==> config.mk <==
export PLATFORM = sky130hd
export DESIGN_NAME = instr_fetch
export DESIGN_NICKNAME = d
export VERILOG_FILES = /design/src/rtl/instr_fetch.sv
export SDC_FILE = /design/constraint.sdc
export NUM_CORES = 1
export LEC_CHECK = 0
export ABC_AREA = 1
export CORE_ASPECT_RATIO = 0.6
export CORE_MARGIN = 5
export CORE_UTILIZATION = 55
export DETAILED_ROUTE_END_ITERATION = 16
export DONT_BUFFER_PORTS = 1
export PLACE_DENSITY_LB_ADDON = 0.05
export RECOVER_POWER = 100
export REMOVE_ABC_BUFFERS = 1
export SLEW_MARGIN = 20
export SYNTH_ARGS = -nofsm -noshare
export SYNTH_HDL_FRONTEND = slang
export SYNTH_SLANG_ARGS = --single-unit
==> constraint.sdc <==
create_clock -name clk -period 1.8 [get_ports clk]
set_input_delay 0.45 -clock clk [delete_from_list [all_inputs] [get_ports clk]]
set_output_delay 0.45 -clock clk [all_outputs]
set_load 0.03 [all_outputs]
==> src/rtl/instr_fetch.sv <==
// Instruction fetch: issues program-memory reads and buffers decoded words in a 2-entry queue.
// Latency: memory data captured 1 cycle after issue; first out_valid 3 cycles after reset release.
// Backpressure: out_ready=0 holds the head stable; issue stops when queue plus in-flight read would exceed 2.
module instr_fetch #(
  parameter  int OPCODE_WIDTH = 5,
  parameter  int MEM_WIDTH    = 5,
  parameter  int PC_WIDTH     = 8,
  localparam int INSTR_WIDTH  = OPCODE_WIDTH + 3*(2+MEM_WIDTH)
) (
  input  logic                    clk,
  input  logic                    rst,
  output logic                    imem_en,
  output logic [PC_WIDTH-1:0]     imem_addr,
  input  logic [INSTR_WIDTH-1:0]  imem_data,
  input  logic                    jump_en,
  input  logic [PC_WIDTH-1:0]     jump_addr,
  input  logic                    halt,
  output logic                    out_valid,
  input  logic                    out_ready,
  output logic [OPCODE_WIDTH-1:0] op_code,
  output logic [1:0]              dest_choice,
  output logic [MEM_WIDTH-1:0]    dest_addr,
  output logic [1:0]              source1_choice,
  output logic [MEM_WIDTH-1:0]    source1_addr,
  output logic [1:0]              source2_choice,
  output logic [MEM_WIDTH-1:0]    source2_addr,
  output logic [PC_WIDTH-1:0]     pc_out
);

  localparam int ENTRY_W = INSTR_WIDTH + PC_WIDTH;

  // Field positions inside the instruction word (LSB side first)
  localparam int S2A_LSB = 0;
  localparam int S2C_LSB = MEM_WIDTH;
  localparam int S1A_LSB = MEM_WIDTH + 2;
  localparam int S1C_LSB = 2*MEM_WIDTH + 2;
  localparam int DA_LSB  = 2*MEM_WIDTH + 4;
  localparam int DC_LSB  = 3*MEM_WIDTH + 4;
  localparam int OP_LSB  = 3*MEM_WIDTH + 6;

  localparam logic [1:0] IDLE   = 2'd0;
  localparam logic [1:0] RUN    = 2'd1;
  localparam logic [1:0] HALTED = 2'd2;

  logic [1:0]          state;
  logic [PC_WIDTH-1:0] pc;
  logic [PC_WIDTH-1:0] inflight_pc;
  logic                inflight;
  logic [ENTRY_W-1:0]  fifo_mem [2];
  logic                head;
  logic [1:0]          count;

  logic                transfer;
  logic                room;
  logic                issue;
  logic                capture;
  logic                tail;
  logic [ENTRY_W-1:0]  head_entry;
  logic [INSTR_WIDTH-1:0] head_instr;

  assign out_valid = (count != 2'd0);
  assign transfer  = out_valid & out_ready;

  // Room exists when buffered + in-flight words, less the one leaving now, stays below 2.
  assign room = ({1'b0, count} + {2'b00, inflight}) < (3'd2 + {2'b00, transfer});

  // Halt gates issue directly so no read goes out on the cycle halt is first raised.
  assign issue     = (state == RUN) & ~halt & ~jump_en & room;
  assign imem_en   = issue;
  assign imem_addr = pc;

  // A redirect throws away the response of the read issued before it.
  assign capture = inflight & ~jump_en;

  // With count in {0,1} at capture time, the free slot is head offset by count.
  assign tail = head ^ count[0];

  // Control FSM: one idle cycle out of reset, then run/halt by the halt level.
  always_ff @(posedge clk or negedge rst) begin
    if (!rst) begin
      state <= IDLE;
    end else begin
      case (state)
        IDLE:    state <= RUN;
        RUN:     if (halt)  state <= HALTED;
        HALTED:  if (!halt) state <= RUN;
        default: state <= IDLE;
      endcase
    end
  end

  // Program counter and the single outstanding-read tracker.
  always_ff @(posedge clk or negedge rst) begin
    if (!rst) begin
      pc          <= '0;
      inflight    <= 1'b0;
      inflight_pc <= '0;
    end else if (jump_en) begin
      pc       <= jump_addr;
      inflight <= 1'b0;
    end else begin
      inflight <= issue;
      if (issue) begin
        pc          <= pc + {{(PC_WIDTH-1){1'b0}}, 1'b1};
        inflight_pc <= pc;
      end
    end
  end

  // Two-entry queue of {instruction, pc}; flushed on redirect.
  always_ff @(posedge clk or negedge rst) begin
    if (!rst) begin
      head        <= 1'b0;
      count       <= 2'd0;
      fifo_mem[0] <= '0;
      fifo_mem[1] <= '0;
    end else if (jump_en) begin
      head  <= 1'b0;
      count <= 2'd0;
    end else begin
      if (capture) fifo_mem[tail] <= {imem_data, inflight_pc};
      if (transfer) head <= ~head;
      count <= count + {1'b0, capture} - {1'b0, transfer};
    end
  end

  // Head entry drives the decoded outputs; everything reads zero while empty.
  always_comb begin
    head_entry = '0;
    if (out_valid) head_entry = fifo_mem[head];
  end

  assign head_instr     = head_entry[ENTRY_W-1:PC_WIDTH];
  assign pc_out         = head_entry[PC_WIDTH-1:0];
  assign op_code        = head_instr[OP_LSB +: OPCODE_WIDTH];
  assign dest_choice    = head_instr[DC_LSB +: 2];
  assign dest_addr      = head_instr[DA_LSB +: MEM_WIDTH];
  assign source1_choice = head_instr[S1C_LSB +: 2];
  assign source1_addr   = head_instr[S1A_LSB +: MEM_WIDTH];
  assign source2_choice = head_instr[S2C_LSB +: 2];
  assign source2_addr   = head_instr[S2A_LSB +: MEM_WIDTH];

endmodule

# After elaboration in Yosys (flattened, before gate mapping)
# Index checks and enable logic that the tools add are counted.
[totals]
regBits = 90
wordCells = 56
out_inout_bits = 44
in_bits = 39
[op_classes]
n_bitwise = 11
magnitude_cmp = 4
reduce_logical = 8
eq_ne = 4
mux = 16
addsub = 5
[ops]
columns = ["operator", "count"]
rows = [
  ["$mux W34", 5],
  ["$bwmux W68", 1],
  ["$demux W34 S1", 1],
  ["$mux W8", 2],
  ["$add A8 B1 Y8 const B", 1],
  ["$mux W2", 3],
  ["$pmux W2 S3", 1],
  ["$reduce_and A2 Y1", 3],
  ["$reduce_bool A2 Y1", 3],
  ["$and A1 B1 Y1", 5],
  ["$ge A2 B2 Y1 const B", 2],
  ["$ne A2 B2 Y1 const B", 2],
  ["$not A1 Y2", 2],
  ["$add A2 B1 Y3", 1],
  ["$add A2 B1 Y3 const A", 1],
  ["$lt A3 B3 Y1", 1],
  ["$mux W1", 3],
  ["$not A1 Y1", 3],
  ["$add A2 B1 Y2", 1],
  ["$eq A2 B1 Y1 const B", 1],
  ["$eq A2 B2 Y1 const B", 1],
  ["$logic_not A2 Y1", 1],
  ["$lt A2 B1 Y1 const B", 1],
  ["$sub A2 B1 Y2", 1],
  ["other kinds (2)", 2],
]

# Depth between registers and ports, before layout
[depth]
ltp_word = 7
mapped_depth = 9
ltp_nobuf = 9

# Worst setup path before layout
# Ideal clock, no wire load.
[synth_timing]
path_type = "register to output"
start = "register count[0]"
end = "output dest_addr[0]"
t_arrival_ps = 1653
path_stages_with_launch = 6
n_path_buf = 1
t_required_ps = 1350
path_slack_ps = -303
path_cell_list = "dfrtp_1 -> inv_1 -> nand2_1 -> clkinv_1 -> clkbuf_1 -> a21oi_1"
[synth_via]
elab_chain_len = 2
[synth_lines]
columns = ["item", "line_no", "text"]
rows = [
  ["from (decl)", "51", "logic [1:0] count;"],
  ["from (signal assigned)", "123", "count <= count + {1'b0, capture} - {1'b0, transfer};"],
  ["$reduce_bool A2 Y1", "61", "assign out_valid = (count != 2'd0);"],
  ["net out_valid", "18", "output logic out_valid,"],
  ["$mux W34", "130", "if (out_valid) head_entry = fifo_mem[head];"],
  ["to (decl)", "22", "output logic [MEM_WIDTH-1:0] dest_addr,"],
]
# The timed path passes the listed nets, and every way through them passes these cells.

# Final worst setup path
[layout_timing]
start = "register count[0]"
end = "output imem_en"
[layout_via]
elab_chain_len = 5
word_cells_on_any_way = 6
classes_between = "2 x add/sub; 1 x order compare; 2 x bitwise; 1 x reduce/logical"
[layout_lines]
columns = ["item", "line_no", "text"]
rows = [
  ["$reduce_bool A2 Y1", "61", ""],
  ["$and A1 B1 Y1", "62", "assign transfer = out_valid & out_ready;"],
  ["$add A2 B1 Y3", "65", "assign room = ({1'b0, count} + {2'b00, inflight}) < (3'd2 + {2'b00, transfer});"],
  ["$lt A3 B3 Y1 *", "65", ""],
  ["$and A1 B1 Y1 *", "68", "assign issue = (state == RUN) & ~halt & ~jump_en & room;"],
  ["to (decl)", "12", "output logic imem_en,"],
]
# Mark *: on every way between the ends. The rest lies on a longest branch, timed or not.

==> results.sh <==
export IMPL_maxSlewHeadroom_pct=61.1
export IMPL_post_dp_hpwl_mm=6.43
export IMPL_drc_errors=0
export IMPL_initial_core_util_pct=56.9
export IMPL_globalplace_congestion=0.810
export IMPL_ir_drop_mv=1.02
export IMPL_clk_pin_slew_ns=0.06
export IMPL_rsz0062_at_grt="true"
export IMPL_use_met2_pct=40.6
export IMPL_use_met1_pct=35.6
export IMPL_die_width_um=122
export IMPL_final_common_cell="nand2_1"
export IMPL_cp_start_kind="flip-flop"
export IMPL_grt_total_usage_pct=25.9
export IMPL_first_iter_violations=388
export IMPL_wl_per_cell_um=18.1
export IMPL_crit_type="reg2out"
export IMPL_cp_arrival_ns=1.61
export IMPL_crit_required_ns=1.35
export IMPL_syn_area_um2=4150
export IMPL_met3_usage_pct=7.87
export IMPL_worstSetupEndpointType="output pin"
export IMPL_min_path_type="in2async"
export IMPL_fin_util_pct=82.0
export IMPL_maxSlewViolCount=0
export IMPL_timing_final_ws_setup_ns=-0.255
export IMPL_cts_tree="done"
export IMPL_cts_buffers=9
export IMPL_ys_ff_latch=90
export IMPL_grt_pass1_wl_mm=19.1
export IMPL_dr_pass1_iters=5
export IMPL_grt_ovfl_total=0
export IMPL_drt_wl_total_mm=12.3
export IMPL_drive_gt1_share_pct=27.6
export IMPL_cellPowerDensity_nw_per_um2=1850
export IMPL_antenna_cells=0
export IMPL_clockRootBuffer="clkbuf_16"
export IMPL_whs_ns=-0.188
export IMPL_die_area_um2=9450
export IMPL_yosys_warnings=0
export IMPL_max_cap_viol_count=0
export IMPL_cts_max_level=3
export IMPL_hold_violations=90
export IMPL_first_global_vias=3764
export IMPL_grt_max_degree=91
export IMPL_synthTopCellsByArea="dfrtp_1, nand2_1, o21ai_0, inv_1, a21oi_1"
export IMPL_place_ws_ns=-0.0211
export IMPL_ant_nets=0
export IMPL_failed_checks="negative hold slack, negative setup slack"
export IMPL_clk_path_buf_depth=2
export IMPL_outcome="finished, violations left"
export IMPL_vias=3705
export IMPL_final_cell_mix="nand2_1, dfrtp_1, o21ai_0"
export IMPL_drt_vias_per_instance=5.47
export IMPL_period_minus_slack_ns=2.06
export IMPL_ios=83
export IMPL_fp_row_count=24
export IMPL_die_h_um=77.3
export IMPL_netlist_area_leader_share_pct=54.2
export IMPL_area_growth_pct=44.1
export IMPL_synth_avg_cell_area_um2=8.08
export IMPL_gr_max_usage_layer="met2"
export IMPL_grt_antenna_before_repair=0
export IMPL_skew_ns=0.00440
export IMPL_yosysSeqAreaShare_pct=54.2
export IMPL_setup_viol=37
export IMPL_cp_max_fo=3
export IMPL_worst_pin_slew_ns=0.583
export IMPL_syn_inst=514
export IMPL_period_share_pct=114
export IMPL_ys_types=23
export IMPL_clock_sinks=90
export IMPL_p_leak_nw=2.74
export IMPL_fmax_ghz=0.487
export IMPL_coreArea_um2=7300
export IMPL_clk_latency_ns=0.33
export IMPL_port_buffers=0
export IMPL_synth_top_area_cell="dfrtp_1"
export IMPL_nets=613
-- cell usage after synthesis --
library cell	n
or2_1	1
a21oi_1	37
clkbuf_1	14
inv_2	1
nand3_1	22
buf_2	9
buf_4	1
nand4_1	1
clkinv_1	2
nor2_1	11
xor2_1	3
o21ai_1	16
ha_1	5
buf_6	3
maj3_1	1
nand2_1	177
dfrtp_1	90
o21ai_0	60
buf_1	3
xnor2_1	2
nand2_2	1
inv_1	50
o21ai_2	4
-- path summary, 6_finish.rpt --
path	slack, ns	to	start	cells past startpoint
min in group clk	0.18	count[0]	jump_en	1
max reg2reg	-0.24	count[1]	count[1]	11
max	-0.26	imem_en	count[0]	6
min reg2reg	0.48	fifo_mem[26]	fifo_mem[26]	2
min	-0.19	imem_addr[7]	rst	0
max in group asynchronous	1.86	fifo_mem[53]	rst	0
-- timing repair --
action	CTS	global route
pin swaps	2	10
buffers inserted	8	5
gates cloned	6	4
resized for setup	112	64
endpoints found under the setup margin	38	50
endpoints found under the hold margin	90	90
-- logic make-up (layout without fill, tap and decap cells) --
kind of cell | after synthesis | after routing | share of synthesized area (%)
compound gates | 117 | 117 | 14.5
simple gates | 213 | 215 | 20.1
buf+inv | 83 | 140 | 8.41
flops | 90 | 90 | 54.2
xor+xnor | 5 | 5 | 1.05
fa+ha+maj | 6 | 6 | 1.75
-- worst max-delay path, stage by stage (launching register included) --
cell	delay, ns
dfrtp_1	0.41
ha_2	0.19
ha_2	0.17
nor2_2	0.10
nand3_2	0.10
a21oi_2	0.13
buf_6	0.17
-- through the flow --
| stage | power, mW | cell area [µm²] | setup TNS, ns | cells |
|---|---|---|---|---|
| after CTS | 10.2 | 5620 | -7.08 | 672 |
| after global routing | 11.7 | 5980 | -7.50 | 677 |
| after detailed placement | 6.45 | 4620 | -0.0211 | 644 |
| final | 11.1 | 5980 | -5.05 | 677 |
| after global placement | 6.33 | 4620 | 0 | 644 |
| after floorplan | 5.23 | 4000 | -79.33 | 484 |
-- routing by layer --
metal  wire length (µm)  share of wire (%)
met3                832                6.8
met4                209                1.7
met1               5430                 44
met5                  0                  0
met2               5810                 47
-- final cells by class --
class	count	area (µm²)
Clock buffer	14	294
Clock inverter	1	30.0
Fill cell	437	1310
Inverter	53	221
Multi-Input combinational cell	343	2120
Sequential cell	90	2250
Tap cell	104	130
Timing Repair Buffer	72	937
-- power by group --
part	switching, mW	total (mW)	internal [mW]
sequential	0.560	3.36	2.79
combinational	3.21	5.72	2.51
clock	0.724	1.98	1.26
total	4.50	11.1	6.56
-- registers in the layout, indices dropped and copies added (netlist names) --
signal / count
count: 2
fifo_mem: 68
inflight_pc: 8
inflight: 1
imem_addr: 8
head: 1
state: 2
Note: power is estimated with default switching activity, not from simulation.
